**src/rtl/hs32_dma_if.sv**
```systemverilog
// Single-beat request/acknowledge bus between the copy engine and its memory responder.
interface hs32_dma_if;
  logic [31:0] addr;
  logic        rw;
  logic [31:0] dout;
  logic [31:0] din;
  logic        stb;
  logic        ack;

  modport master (output addr, rw, dout, stb, input din, ack);
  modport slave  (input addr, rw, dout, stb, output din, ack);
endinterface

```
**src/rtl/hs32_dma.sv**
```systemverilog
// Word-by-word memory copy engine: read one word, write it, repeat, with abort and ack timeout.
module hs32_dma #(
  parameter int unsigned TIMEOUT = 255
) (
  input  logic        clk,
  input  logic        reset,
  input  logic        start,
  input  logic        abort,
  input  logic [31:0] src,
  input  logic [31:0] dst,
  input  logic [15:0] len,
  hs32_dma_if.master  bus,
  output logic        busy,
  output logic        done,
  output logic        aborted,
  output logic        err,
  output logic [15:0] count
);

  // The wait counter only needs to hold 0..TIMEOUT-1; the TIMEOUT-th idle cycle trips the error.
  localparam int unsigned    TmoW    = (TIMEOUT < 2) ? 1 : $clog2(TIMEOUT);
  localparam logic [TmoW-1:0] TmoLast = TmoW'(TIMEOUT - 1);

  typedef enum logic [2:0] {
    StIdle, StRdReq, StRdWait, StWrReq, StWrWait, StDone, StErr
  } state_e;

  state_e          state_q, state_d;
  logic [31:0]     src_q, src_d;
  logic [31:0]     dst_q, dst_d;
  logic [15:0]     rem_q, rem_d;
  logic [15:0]     count_q, count_d;
  logic [31:0]     buf_q, buf_d;
  logic [TmoW-1:0] tmo_q, tmo_d;
  logic            pend_q, pend_d;
  logic            err_q, err_d;
  logic            aborted_q, aborted_d;
  logic            abort_now;

  assign abort_now = pend_q | abort;

  always_comb begin
    state_d   = state_q;
    src_d     = src_q;
    dst_d     = dst_q;
    rem_d     = rem_q;
    count_d   = count_q;
    buf_d     = buf_q;
    tmo_d     = tmo_q;
    pend_d    = pend_q;
    err_d     = err_q;
    aborted_d = aborted_q;

    if (abort && (state_q inside {StRdReq, StRdWait, StWrReq, StWrWait})) begin
      pend_d = 1'b1;
    end

    unique case (state_q)
      StIdle, StErr: begin
        if (start) begin
          src_d     = src;
          dst_d     = dst;
          rem_d     = len;
          count_d   = '0;
          err_d     = 1'b0;
          aborted_d = 1'b0;
          pend_d    = 1'b0;
          state_d   = (len == 16'd0) ? StDone : StRdReq;
        end
      end
      StRdReq: begin
        tmo_d   = '0;
        state_d = StRdWait;
      end
      StRdWait: begin
        if (bus.ack) begin
          buf_d   = bus.din;
          state_d = abort_now ? StDone : StWrReq;
        end else if (tmo_q == TmoLast) begin
          err_d   = 1'b1;
          state_d = StErr;
        end else begin
          tmo_d = tmo_q + 1'b1;
        end
      end
      StWrReq: begin
        tmo_d   = '0;
        state_d = StWrWait;
      end
      StWrWait: begin
        if (bus.ack) begin
          count_d = count_q + 16'd1;
          src_d   = src_q + 32'd4;
          dst_d   = dst_q + 32'd4;
          rem_d   = rem_q - 16'd1;
          state_d = ((rem_q == 16'd1) || abort_now) ? StDone : StRdReq;
        end else if (tmo_q == TmoLast) begin
          err_d   = 1'b1;
          state_d = StErr;
        end else begin
          tmo_d = tmo_q + 1'b1;
        end
      end
      StDone: begin
        aborted_d = pend_q;
        pend_d    = 1'b0;
        state_d   = StIdle;
      end
      default: state_d = StIdle;
    endcase
  end

  always_ff @(posedge clk or posedge reset) begin
    if (reset) begin
      state_q   <= StIdle;
      src_q     <= '0;
      dst_q     <= '0;
      rem_q     <= '0;
      count_q   <= '0;
      buf_q     <= '0;
      tmo_q     <= '0;
      pend_q    <= 1'b0;
      err_q     <= 1'b0;
      aborted_q <= 1'b0;
    end else begin
      state_q   <= state_d;
      src_q     <= src_d;
      dst_q     <= dst_d;
      rem_q     <= rem_d;
      count_q   <= count_d;
      buf_q     <= buf_d;
      tmo_q     <= tmo_d;
      pend_q    <= pend_d;
      err_q     <= err_d;
      aborted_q <= aborted_d;
    end
  end

  // Bus outputs decode from state so request values stay put until the matching ack.
  always_comb begin
    bus.stb  = 1'b0;
    bus.rw   = 1'b0;
    bus.addr = '0;
    bus.dout = '0;
    unique case (state_q)
      StRdReq: begin
        bus.stb  = 1'b1;
        bus.addr = src_q;
      end
      StRdWait: bus.addr = src_q;
      StWrReq: begin
        bus.stb  = 1'b1;
        bus.rw   = 1'b1;
        bus.addr = dst_q;
        bus.dout = buf_q;
      end
      StWrWait: begin
        bus.rw   = 1'b1;
        bus.addr = dst_q;
        bus.dout = buf_q;
      end
      default: ;
    endcase
  end

  assign busy    = (state_q != StIdle) && (state_q != StErr);
  assign done    = (state_q == StDone);
  assign aborted = aborted_q;
  assign err     = err_q;
  assign count   = count_q;

endmodule

```
**src/flat_wrapper.sv**
```systemverilog
// flat-port wrapper written by rule: the top's interface ports become plain ports
module hs32_dma_flat 
#(
  parameter int unsigned TIMEOUT = 255
)
  (clk, reset, start, abort, src, dst, len, busy, done, aborted, err, count, bus_addr, bus_rw, bus_dout, bus_stb, bus_din, bus_ack);
  hs32_dma_if bus_i ();
  input  logic clk;
  input  logic reset;
  input  logic start;
  input  logic abort;
  input  logic [31:0] src;
  input  logic [31:0] dst;
  input  logic [15:0] len;
  output logic busy;
  output logic done;
  output logic aborted;
  output logic err;
  output logic [15:0] count;
  output wire logic [$bits(bus_i.addr)-1:0] bus_addr;
  output wire logic [$bits(bus_i.rw)-1:0] bus_rw;
  output wire logic [$bits(bus_i.dout)-1:0] bus_dout;
  output wire logic [$bits(bus_i.stb)-1:0] bus_stb;
  input wire logic [$bits(bus_i.din)-1:0] bus_din;
  input wire logic [$bits(bus_i.ack)-1:0] bus_ack;
  assign bus_addr = bus_i.addr;
  assign bus_rw = bus_i.rw;
  assign bus_dout = bus_i.dout;
  assign bus_stb = bus_i.stb;
  assign bus_i.din = bus_din;
  assign bus_i.ack = bus_ack;
  hs32_dma #(.TIMEOUT(TIMEOUT)) u_core (.clk(clk), .reset(reset), .start(start), .abort(abort), .src(src), .dst(dst), .len(len), .bus(bus_i), .busy(busy), .done(done), .aborted(aborted), .err(err), .count(count));
endmodule
```
**config.mk**
```make
export PLATFORM = sky130hd
export DESIGN_NAME = hs32_dma_flat
export DESIGN_NICKNAME = d
export VERILOG_FILES = /design/src/rtl/hs32_dma_if.sv /design/src/rtl/hs32_dma.sv /design/src/flat_wrapper.sv
export SDC_FILE = /design/constraint.sdc
export NUM_CORES = 1
export LEC_CHECK = 0
export CAP_MARGIN = 20
export CORE_ASPECT_RATIO = 0.5
export CORE_UTILIZATION = 50
export DETAILED_ROUTE_END_ITERATION = 16
export PLACE_DENSITY = 0.88
export SYNTH_ARGS = -nofsm -noshare
export SYNTH_HDL_FRONTEND = slang
export SYNTH_SLANG_ARGS = --single-unit
export TNS_END_PERCENT = 10
```
**constraint.sdc**
```tcl
create_clock -name clk -period 5.9 [get_ports clk]
set_clock_uncertainty 0.1 [all_clocks]
set_input_delay 1.18 -clock clk [delete_from_list [all_inputs] [get_ports clk]]
set_output_delay 1.18 -clock clk [all_outputs]
set_load 0.01 [all_outputs]
```
==> metrics, run 1 <==
status=complete, no violations; Post-Layout Inst Area=around 0.011 mm2; ys async rst share=1.000; Crit Path Max Fanout=36; CP arrival=3.29 ns; Ports=203; Crit path max-delay family=buffers and inverters; Slew HR=0.2391; Layout area overhead=33.08%; Yosys top cell by area=dfrtp_1; Final Power=5.944 mW; routed vias=8484; Avg Cell Area, Syn=slightly below 9 um2; vias in the first global route=8044; grt ovf=0; first-pass GRT wire length=40.03 mm; Initial Util=0.5247; final setup TNS=0 ns; final WL=about 25 mm; post-layout min period=about 4.6 ns; final setup vio count=0; # resized after CTS=0; Pwr Density=around 540 mW/mm2; RSZ-0062 raised after global routing=no; area of the core=0.01582 mm2; mapped cell area=0.008298 mm2; Pleak=roughly 4.3 nW; number of port buffers=202; Max Buffers Root-to-Sink=2; Gate power share=0.494; die area=0.01715 mm2; die height=93.10 um; Worst Reg-to-Reg Cells=7; post-route DRC violation count=0; total track usage=0.2973; placed cells=1310; DR pass1 iterations=5; Clock Sinks=about 140; final antenna-violating net count=0; post-synthesis register bit count=between 100 and 150; reg2reg start=u_core.state_q[2]$_DFFE_PP0N_; largest net degree at the start of global routing=76; Slew Limit Fails=0; NetSw=2.498 mW; met3 Track Usage GR=0.06464; HPWL Detailed=16.93 mm; hold slack=0.3801 ns; clock network power share=0.184; Worst Path Buf+Inv=2; Switching Share=0.4202; max incr delay on CP=0.72 ns; Cells after Synth=945; ANT cells=0; Layout Cells excl Fill=about 1300; FF-to-FF setup slack=2.80 ns; cts hold-fix bufs=0; Internal=~3.4 mW; Synth Warn #=0; setup bufs post-CTS=0; CP endpoint kind=output port; worst setup path class=flip-flop to output port; CTS tree=built; worst-path cell chain=nand2_1 -> o21ai_4 -> buf_4 -> and2_1 -> clkdlybuf4s50_1; RePlAce Congestion=a little over 0.9; Via density=6.322; r2r endpoint=u_core.src_q[25]$_DFFE_PP0P_; CTS Buf Count=17; Seq/Total Area, Yosys=0.4282; Final period util=0.7738; Post-Syn Nets=1069; number of H-tree levels=4; share of the synthesized area in the top cell type=0.4282; clock-pin slew on the worst setup and hold paths=0.06 ns; worst slew pin tran=1.131 ns; EDFF count, synth=0; cells taking the most area after synthesis=dfrtp_1 (43%), mux2_2 (4.5%), a21oi_1 (4.4%); Nets=1232; worst setup margin=around 1.3 ns; setup slack at placement=1.813 ns; share of layout cells above drive strength 1=0.08475; unique cell type count in the Yosys netlist=60; Core Util, Final=0.6983; Flop pwr share=0.322; Peak VDD IR=~0.32 mV; worst skew pair latency=about 0.42 ns; Slowest cell on crit path=o21ai_4; hold path endpoint=u_core.src_q[1]$_DFFE_PP0P_; hold path cells=2; CTS root buf=clkbuf_16; Critical Path Start Type=flip-flop; MaxCap Viol Count=0; Worst Hold Launch=u_core.src_q[1]$_DFFE_PP0P_; Die Wd=~180 um; Req. time, crit path=approximately 4.6 ns; num rows=32; initial antenna violation count=0; met2 track demand over resource=0.4700; GR peak layer=met2; Post-DP Area=~0.010 mm2; GRT met1 Usage=0.3899; highest clock rate=219.0 MHz; hold crit path type=flip-flop to flip-flop; Fin. Hold Viols=0; mean routed wirelength per cell=between 15 and 20 um; initial DRC count=907; Primary FF master, synth=dfrtp_1
synthesized netlist by cell type, types with 12 or more instances:
cell,instances
o22a_1,15
o21ai_0,72
nand3_1,28
nor4_1,15
a21oi_1,73
mux2_2,33
a31oi_1,15
a22o_1,33
nand4_1,22
and2_1,40
clkbuf_1,50
and4_1,13
inv_1,14
dfrtp_1,142
nor2_1,94
o22ai_1,14
and3_1,18
nor3_1,24
nand2_1,84
buf_2,12
logic make-up after synthesis:
kind of cell    Yosys count  synth area share
fa+ha+maj                 7           0.01055
xor+xnor                  9          0.009499
flops                   142            0.4282
simple gates            371            0.2292
mux                      38           0.05081
buf+inv                  85           0.04026
compound gates          293            0.2315
how the worst max path moves through the flow:
stage | startpoint | to | slack [ns] | cells past startpoint
6_report | u_core.state_q[0]$_DFFE_PP0N_ | bus_dout[17] | 1.33 | 5
5_1_grt | u_core.state_q[0]$_DFFE_PP0N_ | bus_dout[21] | 1.12 | 5
4_1_cts | u_core.state_q[0]$_DFFE_PP0N_ | bus_dout[17] | 1.34 | 5
3_5_place_dp | u_core.state_q[0]$_DFFE_PP0N_ | bus_dout[17] | 1.81 | 5
3_3_place_gp | u_core.state_q[0]$_DFFE_PP0N_ | bus_dout[21] | 1.95 | 5
2_1_floorplan | reset | u_core.aborted$_DFFE_PP0P_ | 0.81 | 1
layer usage:
layer	wire length, um	vias to the layer above
li1	-	3849
met1	10210	4086
met2	11610	490
met3	2306	59
met4	660	0
met5	0	-
sequential cells by signal (all words and copies together) (netlist names):
signal,flops
u_core.rem_q,16
u_core.buf_q,32
u_core.err,1
u_core.state_q,3
u_core.aborted,1
u_core.pend_q,1
u_core.dst_q,32
u_core.src_q,32
u_core.count,16
u_core.tmo_q,8
power groups by stage:
stage	registers [mW]	logic (mW)	clock network (mW)
5_1_grt	1.98	3.19	1.14
4_1_cts	1.89	2.92	1.10
6_report	1.91	2.94	1.09
3_3_place_gp	1.88	2.81	0
2_1_floorplan	1.69	1.94	0
3_5_place_dp	1.89	2.90	0
cells in the final DEF (no fill, tap or decap), drive strengths merged, types with 7 or more instances in the layout:
master         count
and4              13
or4                8
dfrtp            142
and2              40
a22o              33
buf               13
o21ai             72
nand2             84
a31oi             15
or3                9
a2bb2oi            9
a22oi              9
and3              18
o31ai              7
mux2              33
nand3             29
nor3              24
o22ai             14
nor4              15
o22a              15
nor2              94
clkdlybuf4s50    202
ha                 7
clkbuf            20
a21oi             73
a211oi             8
inv               16
nand4             24
layout make-up:
cell class	count	area, um2
flip-flops and latches	142	3553
clock inverters	12	135.1
multi-input cells	718	4444
fillers	1189	4772
inverters	14	57.56
well taps	221	276.5
repair buffers	215	2120
clock buffers	20	456.7
worst reg2reg max path, cell delays in order (launching register included):
cell,delay [ns]
dfrtp_1,0.63
nor3b_4,0.26
buf_4,0.43
buf_4,0.63
and2_1,0.48
nand2_1,0.12
nor4_1,0.22
nor3_1,0.10
Power figures use the tool's default switching activity.
==> run 2: changes to the inputs <==
--- a/config.mk
+++ b/config.mk
@@ -7,9 +7,9 @@
 export LEC_CHECK = 0
 export CAP_MARGIN = 20
 export CORE_ASPECT_RATIO = 0.5
-export CORE_UTILIZATION = 50
+export CORE_UTILIZATION = 46
 export DETAILED_ROUTE_END_ITERATION = 16
-export PLACE_DENSITY = 0.88
+export PLACE_DENSITY = 0.85
 export SYNTH_ARGS = -nofsm -noshare
 export SYNTH_HDL_FRONTEND = slang
 export SYNTH_SLANG_ARGS = --single-unit
==> constraint.sdc (replaced) <==
create_clock -name clk -period 4.1 [get_ports clk]
set_clock_uncertainty 0.1 [all_clocks]
set_input_delay 0.82 -clock clk [delete_from_list [all_inputs] [get_ports clk]]
set_output_delay 0.82 -clock clk [all_outputs]
set_load 0.01 [all_outputs]
==> run 2 against run 1 <==
Worst hold slack worse by 0.0015 ns; non-clock buffer count rose by 2; sequential power is 45% higher; flip-flop and latch count is the same.
==> metrics, run 2 (synthesis gave the netlist of run 1 again) <==
Worst Reg-to-Reg Cells=6; Via density=6.198; reg2reg start=u_core.state_q[2]$_DFFE_PP0N_; first-pass GRT wire length=41.31 mm; Pwr Density=roughly 780 mW/mm2; HPWL Detailed=approximately 18 mm; Flop pwr share=0.319; final setup TNS=0 ns; initial antenna violation count=0; r2r endpoint=u_core.tmo_q[4]$_DFFE_PP0P_; Max Buffers Root-to-Sink=2; Slowest cell on crit path=dfrtp_1; num rows=34; hold path endpoint=u_core.dst_q[1]$_DFFE_PP0P_; Fill cells=1447; max incr delay on CP=roughly 0.65 ns; DR pass1 iterations=6; Pleak=4.401 nW; setup slack at placement=0.5518 ns; RSZ-0062 raised after global routing=no; Gate power share=0.492; Req. time, crit path=roughly 3.2 ns; final setup vio count=0; die area=0.01861 mm2; highest clock rate=259.7 MHz; ANT cells=0; CP endpoint kind=output port; Crit path max-delay family=buffers and inverters; post-layout min period=between 3 and 4 ns; final antenna-violating net count=0; Fin. Hold Viols=0; Crit Path Max Fanout=23; Peak VDD IR=0.4033 mV; worst-path cell chain=or3b_2 -> o21ai_4 -> buf_4 -> a22o_1 -> clkdlybuf4s50_1; worst setup margin=roughly 0.25 ns; Internal=5.083 mW; Layout area overhead=34.50%; status=complete, no violations; cts hold-fix bufs=0; worst setup path class=flip-flop to output port; CTS Buf Count=17; Nets=1235; Multi-input gate area=0.004453 mm2; final WL=25.84 mm; initial DRC count=830; total track usage=0.2798; number of H-tree levels=4; Critical Path Start Type=flip-flop; Clock Sinks=142; hold slack=~0.38 ns; mean routed wirelength per cell=19.03 um; number of port buffers=202; most frequent cells in the layout=clkdlybuf4s50_1 (202), dfrtp_1 (141), nor2_1 (93); worst slew pin tran=0.9506 ns; Switching Share=0.4136; Die Wd=around 190 um; hold crit path type=flip-flop to flip-flop; vias in the first global route=8226; Slew Limit Fails=0; Worst Hold Launch=u_core.dst_q[1]$_DFFE_PP0P_; CP arrival=2.93 ns; MaxCap Viol Count=0; FF+latch area=0.003555 mm2; share of layout cells above drive strength 1=0.08808; setup bufs post-CTS=0; area of the core=0.01753 mm2; CTS root buf=clkbuf_16; Regs by FF count=u_core.buf_q x32, u_core.dst_q x32, u_core.src_q x32; worst skew pair latency=between 0.4 and 0.5 ns; NetSw=3.585 mW; Final period util=0.9390; CTS tree=built; Ports=around 200; Slew HR=0.3604; routed vias=8417; RePlAce Congestion=~0.89; Worst Path Buf+Inv=2; largest net degree at the start of global routing=76; grt ovf=0; post-route DRC violation count=0; clock-pin slew on the worst setup and hold paths=0.06 ns; FF-to-FF setup slack=1.05 ns; Initial Util=0.4734; clock network power share=0.189; most common cell after layout, fill and taps aside=clkdlybuf4s50_1; die height=slightly below 100 um; hold path cells=2
[run 2: cell types whose count changed in the layout (fill, tap and decap cells not counted)]
cell        change
clkinv_2        +2
buf_12          +4
dfrtp_2         +1
o21ai_2         +1
clkinvlp_4      -2
clkbuf_8        +2
inv_6           -3
bufinv_16       +1
buf_4           -2
dfrtp_1         -1
[run 2: worst reg2reg max path, cell delays in order, from the launching register on]
cell and delay [ns]:
dfrtp_1 0.56, or3b_2 0.37, buf_4 0.64, o21ai_0 0.20, a21oi_1 0.72, o21ai_0 0.22, a21oi_1 0.16
[run 2: routing by layer]
metal  vias to the layer above  track usage  share of wire
li1                       3843            -              -
met1                      4068       0.3653           0.41
met2                       444       0.4399           0.47
met3                        62      0.06858          0.091
met4                         0       0.1233          0.032
met5                         -            0              0
[run 2: per-stage QoR]
stage                     total power, mW  instances  instance area (um2)    util
after CTS                           8.619       1357                11150  0.6362
final                               8.667       1358                11160  0.6368
after floorplan                     5.226        945                 8302       -
after global placement              6.760       1325                10530  0.6009
after detailed placement            6.965       1325                10530  0.6009
after global routing                9.223       1358                11160  0.6368
[run 2: power by group through the flow]
stage	logic [mW]	clock network, mW	registers, mW
2_1_floorplan	2.79	0	2.44
3_3_place_gp	4.03	0	2.73
3_5_place_dp	4.21	0	2.75
4_1_cts	4.23	1.65	2.73
5_1_grt	4.65	1.72	2.85
6_report	4.26	1.64	2.77
[run 2: layout make-up]
class | count | area share
multi-input combinational | 719 | 0.3990
sequential | 142 | 0.3185
timing repair buffer | 217 | 0.1957
clock buffer | 22 | 0.04339
tap | 234 | 0.02623
clock inverter | 10 | 0.01211
inverter | 14 | 0.005045
[run 2: worst max-delay path by stage]
stage,end,cells past startpoint,startpoint,slack [ns]
final,bus_addr[10],5,u_core.state_q[2]$_DFFE_PP0N_,0.25
after global routing,bus_addr[10],5,u_core.state_q[2]$_DFFE_PP0N_,0.08
after global placement,bus_addr[20],5,u_core.state_q[0]$_DFFE_PP0N_,0.70
after floorplan,bus_addr[0],6,u_core.state_q[1]$_DFFE_PP0N_,1.35
after detailed placement,bus_addr[10],5,u_core.state_q[0]$_DFFE_PP0N_,0.55
after CTS,bus_addr[10],5,u_core.state_q[0]$_DFFE_PP0N_,0.09
[run 2: what timing repair did]
| action | CTS | global route |
|---|---|---|
| hold endpoints to repair | 0 | 0 |
| endpoints found under the setup margin | 0 | 37 |
| resized for setup | 0 | 1 |
==> run 3: changes to the inputs <==
--- a/config.mk
+++ b/config.mk
@@ -13,4 +13,4 @@
 export SYNTH_ARGS = -nofsm -noshare
 export SYNTH_HDL_FRONTEND = slang
 export SYNTH_SLANG_ARGS = --single-unit
-export TNS_END_PERCENT = 10
+export TNS_END_PERCENT = 20
==> results of run 3 <==
The final DEF is identical to that of run 2; final timing and power are the same.
==> RTL edit: new RTL, settings of run 3 <==
`TIMEOUT` is set to 255 in 2 places; all go to 510.
--- a/src/rtl/hs32_dma.sv
+++ b/src/rtl/hs32_dma.sv
@@ -2,3 +2,3 @@
 module hs32_dma #(
-  parameter int unsigned TIMEOUT = 255
+  parameter int unsigned TIMEOUT = 510
 ) (
--- a/src/flat_wrapper.sv
+++ b/src/flat_wrapper.sv
@@ -3,3 +3,3 @@
 #(
-  parameter int unsigned TIMEOUT = 255
+  parameter int unsigned TIMEOUT = 510
 )
Function: same outputs for any inputs over 4 cycles, from zero or initial values and one cycle with reset high; that may be too few to reach the edited logic, so the function may still have changed.
==> RTL edit against run 3 <==
  * Wire length up 3.4%
  * Cell area up 1.7%
  * Register-to-register slack better by 100 ps
  * Core utilization about the same
  * Sequential cell count up 1
  * Worst setup slack better by 35 ps
  * Synthesized area up 3.6%
  * Global-route usage up 0.24 points
  * Sequential power down 1%
  * Total power down 2.5%
  * Sequential share of layout area down 0.33 points
  * Via count up 3.9%
  * Critical endpoint is now bus_dout[22]
  * Largest cell class unchanged
  * Highest routed layer unchanged
==> RTL edit: results (changes against run 3) <==
[finish]
top_regs=u_core.buf_q (32), u_core.dst_q (32), u_core.src_q (32)
drive_above_1_share_pct=7.89  ; -0.92 points
fill_cells=1464  ; +1.2%
finalNetCount=1266  ; +2.5%
final_cells=1387  ; +2.1%
diodes=0  ; unchanged

[clock_network]
htree_levels=4  ; unchanged
clk-insertion-delay-late_ps=420  ; about the same
clkTransAtPathRegs_ps=60  ; about the same
cts_buffers=17  ; unchanged
cts_resized=0  ; unchanged
cts_setup_buffers=0  ; unchanged
clk_path_buf_depth=2  ; unchanged
cts_root_buf=clkbuf_16

[yosys]
synth_nets=1107  ; +3.6%
synth_area_leaders=dfrtp_1, nor2_1, a21oi_1
yosysSeqAreaShare_pct=41.6  ; -1.2 points
async_flop_share_pct=100  ; unchanged
yosys_warnings=0  ; unchanged
synth_common_cells=dfrtp_1, nor2_1, nand2_1
synthCells=983  ; +4.0%
synthDistinctLibCells=67  ; +12%

[grt]
grt_usage_pct=28.2  ; +0.24 points
antenna_found_initial=0  ; unchanged
globalRouteOverflowTotal=0  ; unchanged
grt_pass1_wl_microns=43900  ; +6.2%
grt_pass1_vias=8585  ; +4.4%
grt_max_degree=78  ; +2.6%

[placement]
dp_slack_ps=653  ; +102 ps
gp_congestion=0.913  ; +2.2%
dpl.hpwl_microns=18300  ; +2.3%
port_buffers=202  ; unchanged

[power_and_ir_drop]
ir_worst_vdd_v=0.000414  ; +2.8%
p_leak_uw=0.00437  ; -0.81%
p_sw_share_pct=41.6  ; +0.25 points

[detailed_routing]
drt_pass1_iterations=5  ; -1
detail_route.vias_per_cell=6.31  ; +1.8%
routedWlPerCell_microns=19.3  ; +1.2%
dr.first_iter.drc_count=898  ; +8.2%

[critical_path]
critPathArrivalTime_ps=2900  ; -30 ps
worstSetupStartpoint=u_core.state_q[2]
critPathMaxFanout=37  ; +61%

[min_path]
min_from=u_core.src_q[0]
min_path_type=register to register

[sta]
worst_slew_margin_rel_pct=34.7  ; -1.4 points

[run_status]
status=complete, no violations

==> RTL edit: area by class of cell <==
type                    instances  share of cell area, %
multi-input cells             750                   41.4
repair buffers                218                   19.3
flip-flops and latches        143                   31.5
well taps                     234                   2.58
clock inverters                 7                  0.783
clock buffers                  23                   4.03
inverters                      12                  0.430
==> RTL edit: through the flow <==
step / cell area [sq um] / hold slack, ps
2_1_floorplan: 8600 / 346
3_3_place_gp: 10800 / 360
3_5_place_dp: 10800 / 367
4_1_cts: 11300 / 382
5_1_grt: 11400 / 407
6_report: 11400 / 379
==> RTL edit: kinds of logic after synthesis <==
logic type | count (synthesis) | share of synthesized area (%)
xor gates and xnor gates | 11 | 1.12
and+or+nand+nor | 394 | 24.0
buffers and inverters | 90 | 4.18
AOI/OAI and AO/OA | 302 | 23.4
adders and majority gates | 7 | 1.02
DFF | 143 | 41.6
muxes | 36 | 4.66
==> RTL edit: power by group through the flow <==
stage	Clock, uW	Combinational (uW)	Sequential [uW]
floorplan	0	2710	2410
global placement	0	4050	2680
detailed placement	0	4170	2700
CTS	1510	4190	2690
global route	1570	4580	2810
finish	1500	4230	2730
==> RTL edit: per-layer routing <==
metal / part of all wire (%) / global-route usage [%] / vias to the layer above
li1: - / - / 3992
met1: 42 / 37.3 / 4273
met2: 48 / 45.5 / 416
met3: 7.2 / 5.54 / 67
met4: 2.9 / 12.2 / 0
met5: 0 / 0 / -
==> RTL edit: worst paths after layout <==
| check | endpoint | slack [ps] | depth (start not counted) |
|---|---|---|---|
| max in group asynchronous | u_core.src_q[28] | 2120 | 3 |
| max reg2reg | u_core.src_q[19] | 1150 | 7 |
| min | u_core.src_q[0] | 380 | 2 |
| min in group asynchronous | u_core.buf_q[1] | 780 | 2 |
| min reg2reg | u_core.src_q[0] | 380 | 2 |
| max | bus_dout[22] | 280 | 6 |
==> RTL edit: critical path: stages, from the launching register on <==
cell and delay (ps):
dfrtp_1 340, buf_4 280, or3b_2 520, o21ai_4 330, buf_12 270, and2_1 160, clkdlybuf4s50_1 540
